`config.mk`:
```
export PLATFORM = sky130hd
export DESIGN_NAME = ball_controller
export DESIGN_NICKNAME = d
export VERILOG_FILES = /design/src/rtl/ball_controller.sv
export SDC_FILE = /design/constraint.sdc
export NUM_CORES = 1
export LEC_CHECK = 0
export BUFFER_PORTS_ARGS = -buffer_cell sky130_fd_sc_hd__buf_2
export CELL_PAD_IN_SITES_DETAIL_PLACEMENT = 0
export CELL_PAD_IN_SITES_GLOBAL_PLACEMENT = 1
export CORE_UTILIZATION = 44
export DETAILED_ROUTE_END_ITERATION = 6
export GPL_TIMING_DRIVEN = 0
export PLACE_DENSITY_LB_ADDON = 0.15
export RECOVER_POWER = 100
export SLEW_MARGIN = 5
export SYNTH_ARGS = -nofsm -noshare
export SYNTH_HDL_FRONTEND = slang
export SYNTH_SLANG_ARGS = --single-unit
```
`constraint.sdc`:
```
create_clock -name clk_pixel -period 3.4 [get_ports clk_pixel]
set_input_delay 1.02 -clock clk_pixel [delete_from_list [all_inputs] [get_ports clk_pixel]]
set_output_delay 1.02 -clock clk_pixel [all_outputs]
set_load 0.02 [all_outputs]
```
`src/rtl/ball_controller.sv`:
```
// rtl/ball_controller.sv - per-frame pitch-to-height ball controller with collision/lives FSM
module ball_controller #(
    parameter int Y_HEIGHT   = 600,
    parameter int Y_MIN      = 16,
    parameter int Y_MAX      = 704,
    parameter int MAX_STEP   = 8,
    parameter int HIT_FRAMES = 60,
    parameter int LIVES      = 3
) (
    input  logic        clk_pixel,
    input  logic        rst_in,
    input  logic        new_frame_in,
    input  logic [15:0] freq_in,
    input  logic        freq_valid_in,
    input  logic        start_in,
    input  logic        ball_px_in,
    input  logic        pipe_px_in,
    output logic [9:0]  ball_y_out,
    output logic [1:0]  state_out,
    output logic [1:0]  lives_out,
    output logic [15:0] frames_out,
    output logic        hit_out
);
    localparam int CW = $clog2(HIT_FRAMES + 1);

    typedef enum logic [1:0] {
        S_IDLE = 2'd0,
        S_PLAY = 2'd1,
        S_HIT  = 2'd2,
        S_OVER = 2'd3
    } state_t;

    state_t        r_state;
    logic [9:0]    r_ball_y;
    logic [9:0]    r_target;
    logic [1:0]    r_lives;
    logic [15:0]   r_frames;
    logic          r_hit;
    logic [15:0]   r_freq_lat;
    logic          r_hit_flag;
    logic [CW-1:0] r_hit_cnt;

    logic [8:0]         w_pos;
    logic signed [10:0] w_raw;
    logic [9:0]         w_target_next;
    logic signed [11:0] w_d;
    logic [9:0]         w_ball_next;
    logic               w_overlap;
    logic               w_hit;

    assign w_pos     = r_freq_lat[9:1];
    assign w_raw     = 11'(Y_HEIGHT) - 11'({2'b00, w_pos});
    assign w_overlap = ball_px_in & pipe_px_in;
    // Overlap seen on the new_frame_in cycle itself still belongs to the ending frame.
    assign w_hit     = r_hit_flag | w_overlap;
    assign w_d       = $signed({2'b00, r_target}) - $signed({2'b00, r_ball_y});

    always_comb begin
        w_target_next = w_raw[9:0];
        if (w_raw < $signed(11'(Y_MIN)))
            w_target_next = 10'(Y_MIN);
        else if (w_raw > $signed(11'(Y_MAX)))
            w_target_next = 10'(Y_MAX);
    end

    always_comb begin
        w_ball_next = r_target;
        if (w_d > $signed(12'(MAX_STEP)))
            w_ball_next = r_ball_y + 10'(MAX_STEP);
        else if (w_d < -$signed(12'(MAX_STEP)))
            w_ball_next = r_ball_y - 10'(MAX_STEP);
    end

    always_ff @(posedge clk_pixel or posedge rst_in) begin
        if (rst_in) begin
            r_freq_lat <= '0;
            r_target   <= 10'(Y_HEIGHT);
        end else begin
            if (freq_valid_in)
                r_freq_lat <= freq_in;
            r_target <= w_target_next;
        end
    end

    always_ff @(posedge clk_pixel or posedge rst_in) begin
        if (rst_in) begin
            r_state    <= S_IDLE;
            r_ball_y   <= 10'(Y_HEIGHT);
            r_lives    <= 2'(LIVES);
            r_frames   <= '0;
            r_hit      <= 1'b0;
            r_hit_flag <= 1'b0;
            r_hit_cnt  <= '0;
        end else begin
            r_hit <= 1'b0;
            case (r_state)
                S_IDLE, S_OVER: begin
                    r_hit_flag <= 1'b0;
                    if (start_in) begin
                        r_state  <= S_PLAY;
                        r_lives  <= 2'(LIVES);
                        r_frames <= '0;
                        r_ball_y <= 10'(Y_HEIGHT);
                    end
                end
                S_PLAY: begin
                    if (new_frame_in) begin
                        r_hit_flag <= 1'b0;
                        if (w_hit) begin
                            r_hit   <= 1'b1;
                            r_lives <= r_lives - 2'd1;
                            if (r_lives == 2'd1) begin
                                r_state <= S_OVER;
                            end else begin
                                r_state   <= S_HIT;
                                r_hit_cnt <= CW'(HIT_FRAMES - 1);
                            end
                        end else begin
                            r_ball_y <= w_ball_next;
                            if (r_frames != 16'hFFFF)
                                r_frames <= r_frames + 16'd1;
                        end
                    end else if (w_overlap) begin
                        r_hit_flag <= 1'b1;
                    end
                end
                S_HIT: begin
                    r_hit_flag <= 1'b0;
                    if (new_frame_in) begin
                        if (r_hit_cnt == '0)
                            r_state <= S_PLAY;
                        else
                            r_hit_cnt <= r_hit_cnt - CW'(1);
                    end
                end
                default: r_state <= S_IDLE;
            endcase
        end
    end

    assign ball_y_out = r_ball_y;
    assign state_out  = r_state;
    assign lives_out  = r_lives;
    assign frames_out = r_frames;
    assign hit_out    = r_hit;
endmodule

```
==> results.tsv, run 1 <==
metric	value	unit
Synth Area in Adders	7.46	%
ys async rst share	100	%
hold path cells	1	
leakage	1.82	nW
Syn Nets	431	
Vias/cell	5.45	
Final Hold Vio Count	0	
NetSw	1.48	mW
clk slew on worst S/H paths	70	ps
fraction of layout cells with a size suffix above 1	14.4	%
Initial DRC Count	105	
CTS Hold Bufs	0	
run status	completed	
Filler cells	783	
Hold Startpoint	r_freq_lat[7]$_DFFE_PP0P_	
max incr delay on CP	490	ps
count of input and output buffers	46	
Critical Path RT	3660	ps
Setup TNS	0	ps
Initial Util	46.2	%
FP Rows	32	
Die Footprint	8610	um2
mux cell area share after synthesis	3.42	%
slowest cell on the critical path	a2111oi_2	
commonest non-fill, non-tap cell in the layout	dfrtp_1	
worst IR drop on VDD	0.000278	V
RePlAce Congestion	0.783	
cts bufs inserted	9	
Compound-Gate Fraction of Synth Area	19.4	%
Resized cells post-CTS	0	
via count	3008	
Total Wirelength	7840	um
Max-cap violations	0	
ratio of final minimum period to clock period	94.0	%
Least-Margin Pin Slew	898	ps
GRT Total Usage	19.7	%
main combinational cell family by area after synthesis	compound AO/OA/AOI/OAI gates	
H-Tree Depth	3	
# DRC	0	
Main synth FF type	dfrtp_1	
Max transition margin	40.1	%
arrival time at the worst endpoint	3460	ps
Die H	92.8	um
Final setup violation count	0	
Reg power frac	30.8	%
Finished Layout Cells	552	
Core ar.	7850	um2
Buf/Inv on CP	1	
worst-path maximum fanout	8	
via count of the first global-routing pass	2788	
fin. max-slew vios	0	
nets@finish	489	
worst r2r path cells	9	
CP Launch Type	register	
power density over the cells	802	nW/um2
DP Wirelength	5930	um
Worst Hold Path EP	r_target[6]$_DFF_PP1_	
Comb pwr share	51.8	%
sequential share of the synthesized area	39.7	%
Mapped Area	3620	um2
post-synthesis share of cell area spent on and, or, nand and nor gates	19.1	%
Crit Path Category	reg -> reg	
first-pass GRT wire length	13300	um
Post-CTS Setup Bufs	0	
clk_lat worst skew	320	ps
Root Buffer	clkbuf_8	
Synth Area per Inst	9.37	um2
DP Area	4000	um2
reg-to-reg slack, setup	200	ps
Tmin final	3200	ps
Internal	1.84	mW
Final Hold Slack	468	ps
antenna viol nets, final	0	
Critical Path, Cell by Cell	inv_1, ha_1, a2111oi_2, o21ai_0, a31o_2, a21oi_4, mux2_4, a221o_1, o21a_1	
buffer depth of the longest clock path	2	
reg-to-reg endpoint	ball_y_out[6]$_DFFE_PP1P_	
clock skew	8.87	ps
Net Sw Frac	44.5	%
wire per inst	14.2	um
largest net degree at the start of global routing	38	
GRT Residual Overflow	0	
die width	92.8	um
YS warnings	0	
Seq cells post-synth	57	
clock group share of total power	17.4	%
area grow syn2layout	14.3	%
ANT cells	0	
Hold WC Path Type	reg -> reg	
Mapped Cells	387	
antenna violations before repair	0	
Fmax achieved	313	MHz
boundary pin count	54	
xor/xnor cell area share of the yosys netlist	6.77	%
placed insts	536	
Yosys cell types	65	
reg2reg start	ball_y_out[7]$_DFFE_PP0P_	
CTS tree	done	
final instance area	4140	um2
critical path's top delay family	compound AO/OA/AOI/OAI gates	
Pre-antenna DRT Iters	5	
commonest cells after routing, fill and taps aside	47 x dfrtp_1, 40 x clkbuf_1, 35 x nand2_1	
clk sinks	57	
EDFF count, synth	0	
RSZ-0062 raised after global routing	false	
CP Capture Type	register	
-- through the flow --
step | utilization, % | power [mW] | setup WS, ps
after floorplan | - | 2.33 | 389
after global placement | 50.7 | 2.73 | 174
after detailed placement | 51.0 | 2.76 | 140
after CTS | 53.4 | 3.36 | 134
after global routing | 52.8 | 3.61 | 38.4
final | 52.8 | 3.32 | 203
-- how the worst max path moves through the flow --
stage | startpoint | end | slack [ps] | cells past startpoint
after floorplan | ball_y_out[7]$_DFFE_PP0P_ | ball_y_out[6]$_DFFE_PP1P_ | 390 | 9
after global placement | ball_y_out[7]$_DFFE_PP0P_ | ball_y_out[6]$_DFFE_PP1P_ | 170 | 9
after detailed placement | ball_y_out[7]$_DFFE_PP0P_ | ball_y_out[6]$_DFFE_PP1P_ | 140 | 9
after global routing | ball_y_out[6]$_DFFE_PP1P_ | ball_y_out[6]$_DFFE_PP1P_ | 40 | 10
final | ball_y_out[7]$_DFFE_PP0P_ | ball_y_out[6]$_DFFE_PP1P_ | 200 | 9
after CTS | ball_y_out[7]$_DFFE_PP0P_ | ball_y_out[6]$_DFFE_PP1P_ | 130 | 9
-- power groups by stage --
stage	logic (mW)	clock network, mW	registers, mW
after global routing	1.93	0.634	1.05
after floorplan	1.25	0	1.08
final	1.72	0.578	1.02
after CTS	1.74	0.602	1.02
after detailed placement	1.73	0	1.03
after global placement	1.70	0	1.03
-- final cells by class --
cell class / count / area (um2) / area share (%)
flip-flops and latches: 57 / 1440 / 34.7
clock buffers: 14 / 173 / 4.17
inverters: 27 / 101 / 2.45
multi-input cells: 293 / 2040 / 49.4
clock inverters: 2 / 12.5 / 0.302
repair buffers: 47 / 195 / 4.71
plain buffers: 10 / 48.8 / 1.18
well taps: 102 / 128 / 3.08
-- metal layers --
| layer | vias to the layer above | GRT usage (%) | share of wire [%] |
|---|---|---|---|
| met4 | 0 | 5.51 | 0.83 |
| met1 | 1420 | 27.3 | 49 |
| met5 | - | 0 | 0 |
| met3 | 7 | 4.76 | 5.2 |
| li1 | 1514 | - | - |
| met2 | 67 | 30.5 | 45 |
-- cell families (layout without fill, tap and decap cells) --
logic type,count (synthesis),in the layout
compound gates,95,95
xor+xnor,28,28
fa+ha+maj,21,21
buf+inv,37,100
flops,57,57
mux,11,11
simple gates,138,138
-- worst register-to-register path: stages (launching register included) --
cell and delay (ps):
dfrtp_1 480, inv_1 140, ha_1 420, a2111oi_2 490, o21ai_0 170, a31o_2 310, a21oi_4 280, mux2_4 380
a221o_1 360, o21a_1 110
-- cell usage after synthesis (2+ instances only) --
cell        n  area (um2)
nor2_1     33         124
buf_2       3        15.0
a31oi_1     3        18.8
nand2_1    35         131
a21boi_1    2        15.0
or4_1       2        15.0
and4_1      3        26.3
xnor2_1    12         105
a21o_1      4        30.0
and3_1      7        43.8
mux2i_1     3        30.0
a221o_1     2        20.0
nor3_1     12        60.1
or2_2       2        12.5
o31a_1      2        17.5
a2bb2oi_1   2        17.5
dfrtp_1    47        1180
clkbuf_1    6        22.5
a21oi_1    12        60.1
nor2b_1     3        18.8
o211ai_1    3        22.5
xor2_1     16         140
nand3_1    11        55.1
mux2_2      7        78.8
inv_1      26        97.6
a211o_1     3        26.3
nor4_1      2        12.5
a211oi_1    4        30.0
a22o_1      4        35.0
o21ai_0    22         110
or2_1       2        12.5
dfstp_2    10         263
nand4_1     7        43.8
and2_1      4        25.0
o21ai_1     3        15.0
ha_1       20         250
o22ai_1     4        25.0
nand2b_1    4        25.0
or3_1       5        31.3
and2_4      2        17.5
o21a_1      7        52.6
o221ai_1    3        26.3
-- state kept, by name (all words and copies together) (netlist names) --
name and cells:
frames_out 16, r_hit_flag 1, lives_out 2, r_hit_cnt 6, state_out 2, hit_out 1, r_freq_lat 9, ball_y_out 10
r_target 10
No activity file was read; power rests on OpenSTA's default activity.
==> run 2, diff against run 1 <==
- PLACE_DENSITY_LB_ADDON: 0.15 -> 0.1
==> run 2 against run 1 <==
  * Cell count unchanged
  * Highest routed layer unchanged
  * Largest cell class unchanged
  * Critical path type unchanged
  * Wire length increased by 2.1%
  * First-iteration DRC count shrank 6.7%
==> results.tsv, run 2 (synthesis gave the netlist of run 1 again) <==
metric	value	unit	change
final instance area	4140	um2	about the same
clk_lat worst skew	340	ps	+20 ps
CP Launch Type	register		
RSZ-0062 raised after global routing	false		
run status	completed		
Core ar.	7850	um2	unchanged
clk sinks	57		unchanged
# DRC	0		unchanged
Initial DRC Count	98		-6.7%
clock skew	12.6	ps	+3.68 ps
count of input and output buffers	46		unchanged
first-pass GRT wire length	13400	um	+0.78%
FP Rows	32		unchanged
Final Hold Slack	475	ps	+6.94 ps
GRT Residual Overflow	0		unchanged
GRT Total Usage	20.0	%	+0.34 points
commonest non-fill, non-tap cell in the layout	dfrtp_1		
total power	3.35	mW	+0.68%
max incr delay on CP	620	ps	+130 ps
ratio of final minimum period to clock period	93.0	%	-1.1 points
arrival time at the worst endpoint	3430	ps	-30 ps
Worst Slack Setup Final	239	ps	+36.3 ps
H-Tree Depth	3		unchanged
area grow syn2layout	14.3	%	about the same
Crit Path Category	reg -> reg		
Setup TNS	0	ps	unchanged
Max transition margin	35.1	%	-5.0 points
slowest cell on the critical path	dfstp_2		
Root Buffer	clkbuf_8		
power density over the cells	807	nW/um2	+0.62%
dpl ws	145	ps	+4.15 ps
Critical Path, Cell by Cell	inv_1, ha_1, a211oi_1, o21bai_2, mux2i_1, or3b_4, and4_1, mux2_4, a221o_1, o21a_1		
cts bufs inserted	9		unchanged
placed insts	536		unchanged
leakage	1.82	nW	+0.22%
Largest register FFs	16		unchanged
fraction of layout cells with a size suffix above 1	14.7	%	+0.22 points
RePlAce Congestion	0.784		+0.20%
largest net degree at the start of global routing	40		+5.3%
via count	3006		-0.066%
boundary pin count	54		unchanged
antenna violations before repair	0		unchanged
Die Footprint	8610	um2	unchanged
Hold WC Path Type	reg -> reg		
Vias/cell	5.45		about the same
Pre-antenna DRT Iters	4		-1
via count of the first global-routing pass	2839		+1.8%
die width	92.8	um	unchanged
Tmin final	3160	ps	-36.3 ps
buffer depth of the longest clock path	2		unchanged
Finished Layout Cells	552		unchanged
DP Wirelength	6140	um	+3.7%
Final setup violation count	0		unchanged
ANT cells	0		unchanged
commonest cells after routing, fill and taps aside	47 x dfrtp_1, 39 x clkbuf_1, 35 x nand2_1		
antenna viol nets, final	0		unchanged
Max-cap violations	0		unchanged
Critical Path RT	3670	ps	about the same
Initial Util	46.2	%	unchanged
Total Wirelength	8010	um	+2.1%
clk slew on worst S/H paths	70	ps	about the same
final core occ	52.8	%	about the same
Die H	92.8	um	unchanged
Least-Margin Pin Slew	973	ps	+75.4 ps
CP Capture Type	register		
worst-path maximum fanout	8		unchanged
Final Hold Vio Count	0		unchanged
Fmax achieved	316	MHz	+1.1%
nets@finish	489		unchanged
fin. max-slew vios	0		unchanged
Post-CTS Setup Bufs	0		unchanged
reg-to-reg slack, setup	240	ps	+40 ps
CTS tree	done		
wire per inst	14.5	um	+2.1%
DP Area	4000	um2	unchanged
CTS Hold Bufs	0		unchanged
worst IR drop on VDD	0.000321	V	+16%
==> run 2: repair_timing <==
action / 4_1_cts / 5_1_grt
gates resized for setup: 0 / 2
setup endpoints to repair: 0 / 7
endpoints found under the hold margin: 0 / 0
==> run 2: power by group <==
group	internal [mW]	leakage, nW	switching, mW	total (mW)
combinational	0.653	1.03	1.05	1.71
clock	0.334	0.0998	0.278	0.613
sequential	0.857	0.697	0.168	1.03
total	1.85	1.82	1.50	3.35
==> run 2: final cells by class <==
cell class | instances | area, um2
Clock inverter | 6 | 58.8
Multi-Input combinational cell | 293 | 2050
Fill cell | 779 | 3700
Tap cell | 102 | 128
Timing Repair Buffer | 47 | 195
Sequential cell | 57 | 1440
Inverter | 27 | 101
Clock buffer | 10 | 128
Buffer | 10 | 48.8
==> run 2: path summary, 6_finish.rpt <==
kind,from,end,depth (start not counted)
setup / recovery,ball_y_out[6]$_DFFE_PP1P_,ball_y_out[6]$_DFFE_PP1P_,10
hold / removal,r_freq_lat[9]$_DFFE_PP0P_,r_target[9]$_DFF_PP1_,1
setup reg to reg,ball_y_out[6]$_DFFE_PP1P_,ball_y_out[6]$_DFFE_PP1P_,10
hold reg to reg,r_freq_lat[9]$_DFFE_PP0P_,r_target[9]$_DFF_PP1_,1
max in group asynchronous,rst_in,r_target[8]$_DFF_PP0_,3
min in group asynchronous,rst_in,frames_out[14]$_DFFE_PP0P_,2
==> run 2: per-layer routing <==
metal / vias to the layer above / track usage (%) / wire (um)
li1: 1509 / - / -
met3: 10 / 4.27 / 414
met2: 66 / 31.3 / 3660
met1: 1421 / 27.4 / 3830
met4: 0 / 6.67 / 104
met5: - / 0 / 0
==> run 2: critical path, delay by kind of cell, from the launching register on <==
kind | cells | cell delay (ps)
adders and majority gates | 1 | 410
buffers and inverters | 1 | 110
DFF | 1 | 620
AOI/OAI and AO/OA | 4 | 910
muxes | 2 | 440
and+or+nand+nor | 2 | 600
==> run 3, diff against run 2 <==
- CORE_UTILIZATION: 44 -> 40
- SKIP_LAST_GASP: unset -> 1
- clock period: 3.4 -> 2.7 ns (I/O delays scaled with it)
==> run 3 against run 2 <==
  * The flow now finishes with violations (setup timing)
  * First-iteration DRC count up 20%
  * Die area grew 9.8%
  * Count of clock-buffer cells in the layout up 1
  * Power grew 37%
  * Largest cell class unchanged
==> results.tsv, run 3 (synthesis gave the netlist of run 1 again) <==
metric	value	unit	change
Pre-antenna DRT Iters	4		unchanged
Hold WC Path Type	reg -> reg		
Initial Util	41.4	%	-4.8 points
Largest register FFs	16		unchanged
arrival time at the worst endpoint	3190	ps	-240 ps
Die H	97.2	um	+4.8%
worst IR drop on VDD	0.000301	V	-6.3%
CTS Hold Bufs	0		unchanged
fin. max-slew vios	0		unchanged
CTS tree	done		
Fmax achieved	337	MHz	+6.4%
leakage	1.88	nW	+3.3%
die width	97.2	um	+4.8%
clk_lat worst skew	340	ps	about the same
via count of the first global-routing pass	2970		+4.6%
via count	3048		+1.4%
Worst Slack Setup Final	-271	ps	-510 ps
violated checks	setup timing		
boundary pin count	54		unchanged
commonest cells after routing, fill and taps aside	43 x dfrtp_1, 38 x clkbuf_1, 35 x nand2_1		
DP Wirelength	6240	um	+1.5%
Die Footprint	9450	um2	+9.8%
CP Capture Type	register		
CP Launch Type	register		
dpl ws	-376	ps	-521 ps
largest net degree at the start of global routing	38		-5.0%
clk sinks	57		unchanged
Tmin final	2970	ps	-190 ps
Max-cap violations	0		unchanged
ratio of final minimum period to clock period	110	%	+17 points
clk slew on worst S/H paths	70	ps	about the same
Critical Path RT	2920	ps	-750 ps
clock skew	8.22	ps	-4.34 ps
wire per inst	14.7	um	+1.4%
FP Rows	34		+6.3%
Final setup violation count	11		+11
nets@finish	499		+2.0%
Initial DRC Count	118		+20%
power density over the cells	1040	nW/um2	+29%
GRT Residual Overflow	0		unchanged
Total Wirelength	8350	um	+4.3%
H-Tree Depth	3		unchanged
DP Area	4120	um2	+3.0%
RSZ-0062 raised after global routing	true		
count of input and output buffers	46		unchanged
run status	finished, violations left		
Vias/cell	5.37		-1.5%
first-pass GRT wire length	14200	um	+6.2%
Crit Path Category	reg -> reg		
buffer depth of the longest clock path	2		unchanged
# DRC	0		unchanged
cts bufs inserted	9		unchanged
RePlAce Congestion	0.765		-2.4%
final core occ	50.2	%	-2.6 points
area grow syn2layout	21.3	%	
Least-Margin Pin Slew	908	ps	-64.9 ps
antenna violations before repair	0		unchanged
Root Buffer	clkbuf_8		
Max transition margin	39.4	%	+4.3 points
fraction of layout cells with a size suffix above 1	22.8	%	+8.2 points
final instance area	4400	um2	+6.1%
Final Hold Vio Count	0		unchanged
Filler cells	846		+8.6%
GRT Total Usage	18.7	%	-1.3 points
antenna viol nets, final	0		unchanged
ANT cells	0		unchanged
commonest non-fill, non-tap cell in the layout	dfrtp_1		
Core ar.	8760	um2	+12%
worst-path maximum fanout	5		-3
==> run 3: cell types whose count changed in the layout (fill, tap and decap cells not counted), moves of 5 or more <==
cell   previous run  this run
ha_4              0         5
inv_2             0         6
inv_1            27        21
ha_1             20        14
buf_4             0         9
==> run 3: per-layer routing <==
| metal | track usage (%) | share of wire [%] |
|---|---|---|
| met5 | 0 | 0 |
| met4 | 5.86 | 0.74 |
| met3 | 4.39 | 4.7 |
| met2 | 28.5 | 44 |
| met1 | 26.3 | 50 |
==> run 3: what timing repair did <==
action,CTS,global route
setup endpoints to repair,17,20
resized for setup,9,8
pin swaps,6,3
setup buffers,8,2
==> run 3: report_power, final <==
part	total [mW]	internal (mW)	switching [mW]
Clock	0.813	0.448	0.365
Sequential	1.29	1.08	0.207
Combinational	2.49	1.03	1.46
Total	4.59	2.56	2.03
==> run 3: cell type report <==
class                   instances  area [um2]  share of cell area (%)
multi-input cells             293        2190                    49.8
well taps                     108         135                    3.07
flip-flops and latches         57        1440                    32.8
clock buffers                  11         141                    3.22
repair buffers                 57         274                    6.23
clock inverters                 5        55.1                    1.25
inverters                      27         101                    2.31
plain buffers                  10        56.3                    1.28
==> run 3: worst max-delay path, cell delays in order, from the launching register on <==
cell	delay, ps
dfrtp_1	390
inv_2	70
ha_4	130
inv_2	30
fa_2	360
a211o_1	320
and2_4	160
or4_4	490
o311ai_4	100
and4_4	300
mux2_4	220
o21ai_4	80
a22o_1	200
==> run 3: final timing paths <==
kind	start	endpoint	slack, ps	cells past startpoint
hold / removal	r_freq_lat[9]$_DFFE_PP0P_	r_target[9]$_DFF_PP1_	470	1
setup reg to reg	r_target[0]$_DFF_PP0_	ball_y_out[0]$_DFFE_PP0P_	-270	12
hold reg to reg	r_freq_lat[9]$_DFFE_PP0P_	r_target[9]$_DFF_PP1_	470	1
min in group asynchronous	rst_in	frames_out[12]$_DFFE_PP0P_	610	2
setup / recovery	r_target[0]$_DFF_PP0_	ball_y_out[0]$_DFFE_PP0P_	-270	12
max in group asynchronous	rst_in	ball_y_out[5]$_DFFE_PP0P_	670	3
==> run 3: metrics by stage <==
stage	cells	hold slack [ps]	total power, mW	setup TNS [ps]
finish	568	473	4.59	-2080
global route	568	505	4.94	-4510
CTS	566	469	4.60	-2080
global placement	541	453	3.62	-16340
detailed placement	542	457	3.65	-4000
floorplan	387	428	3.09	-468
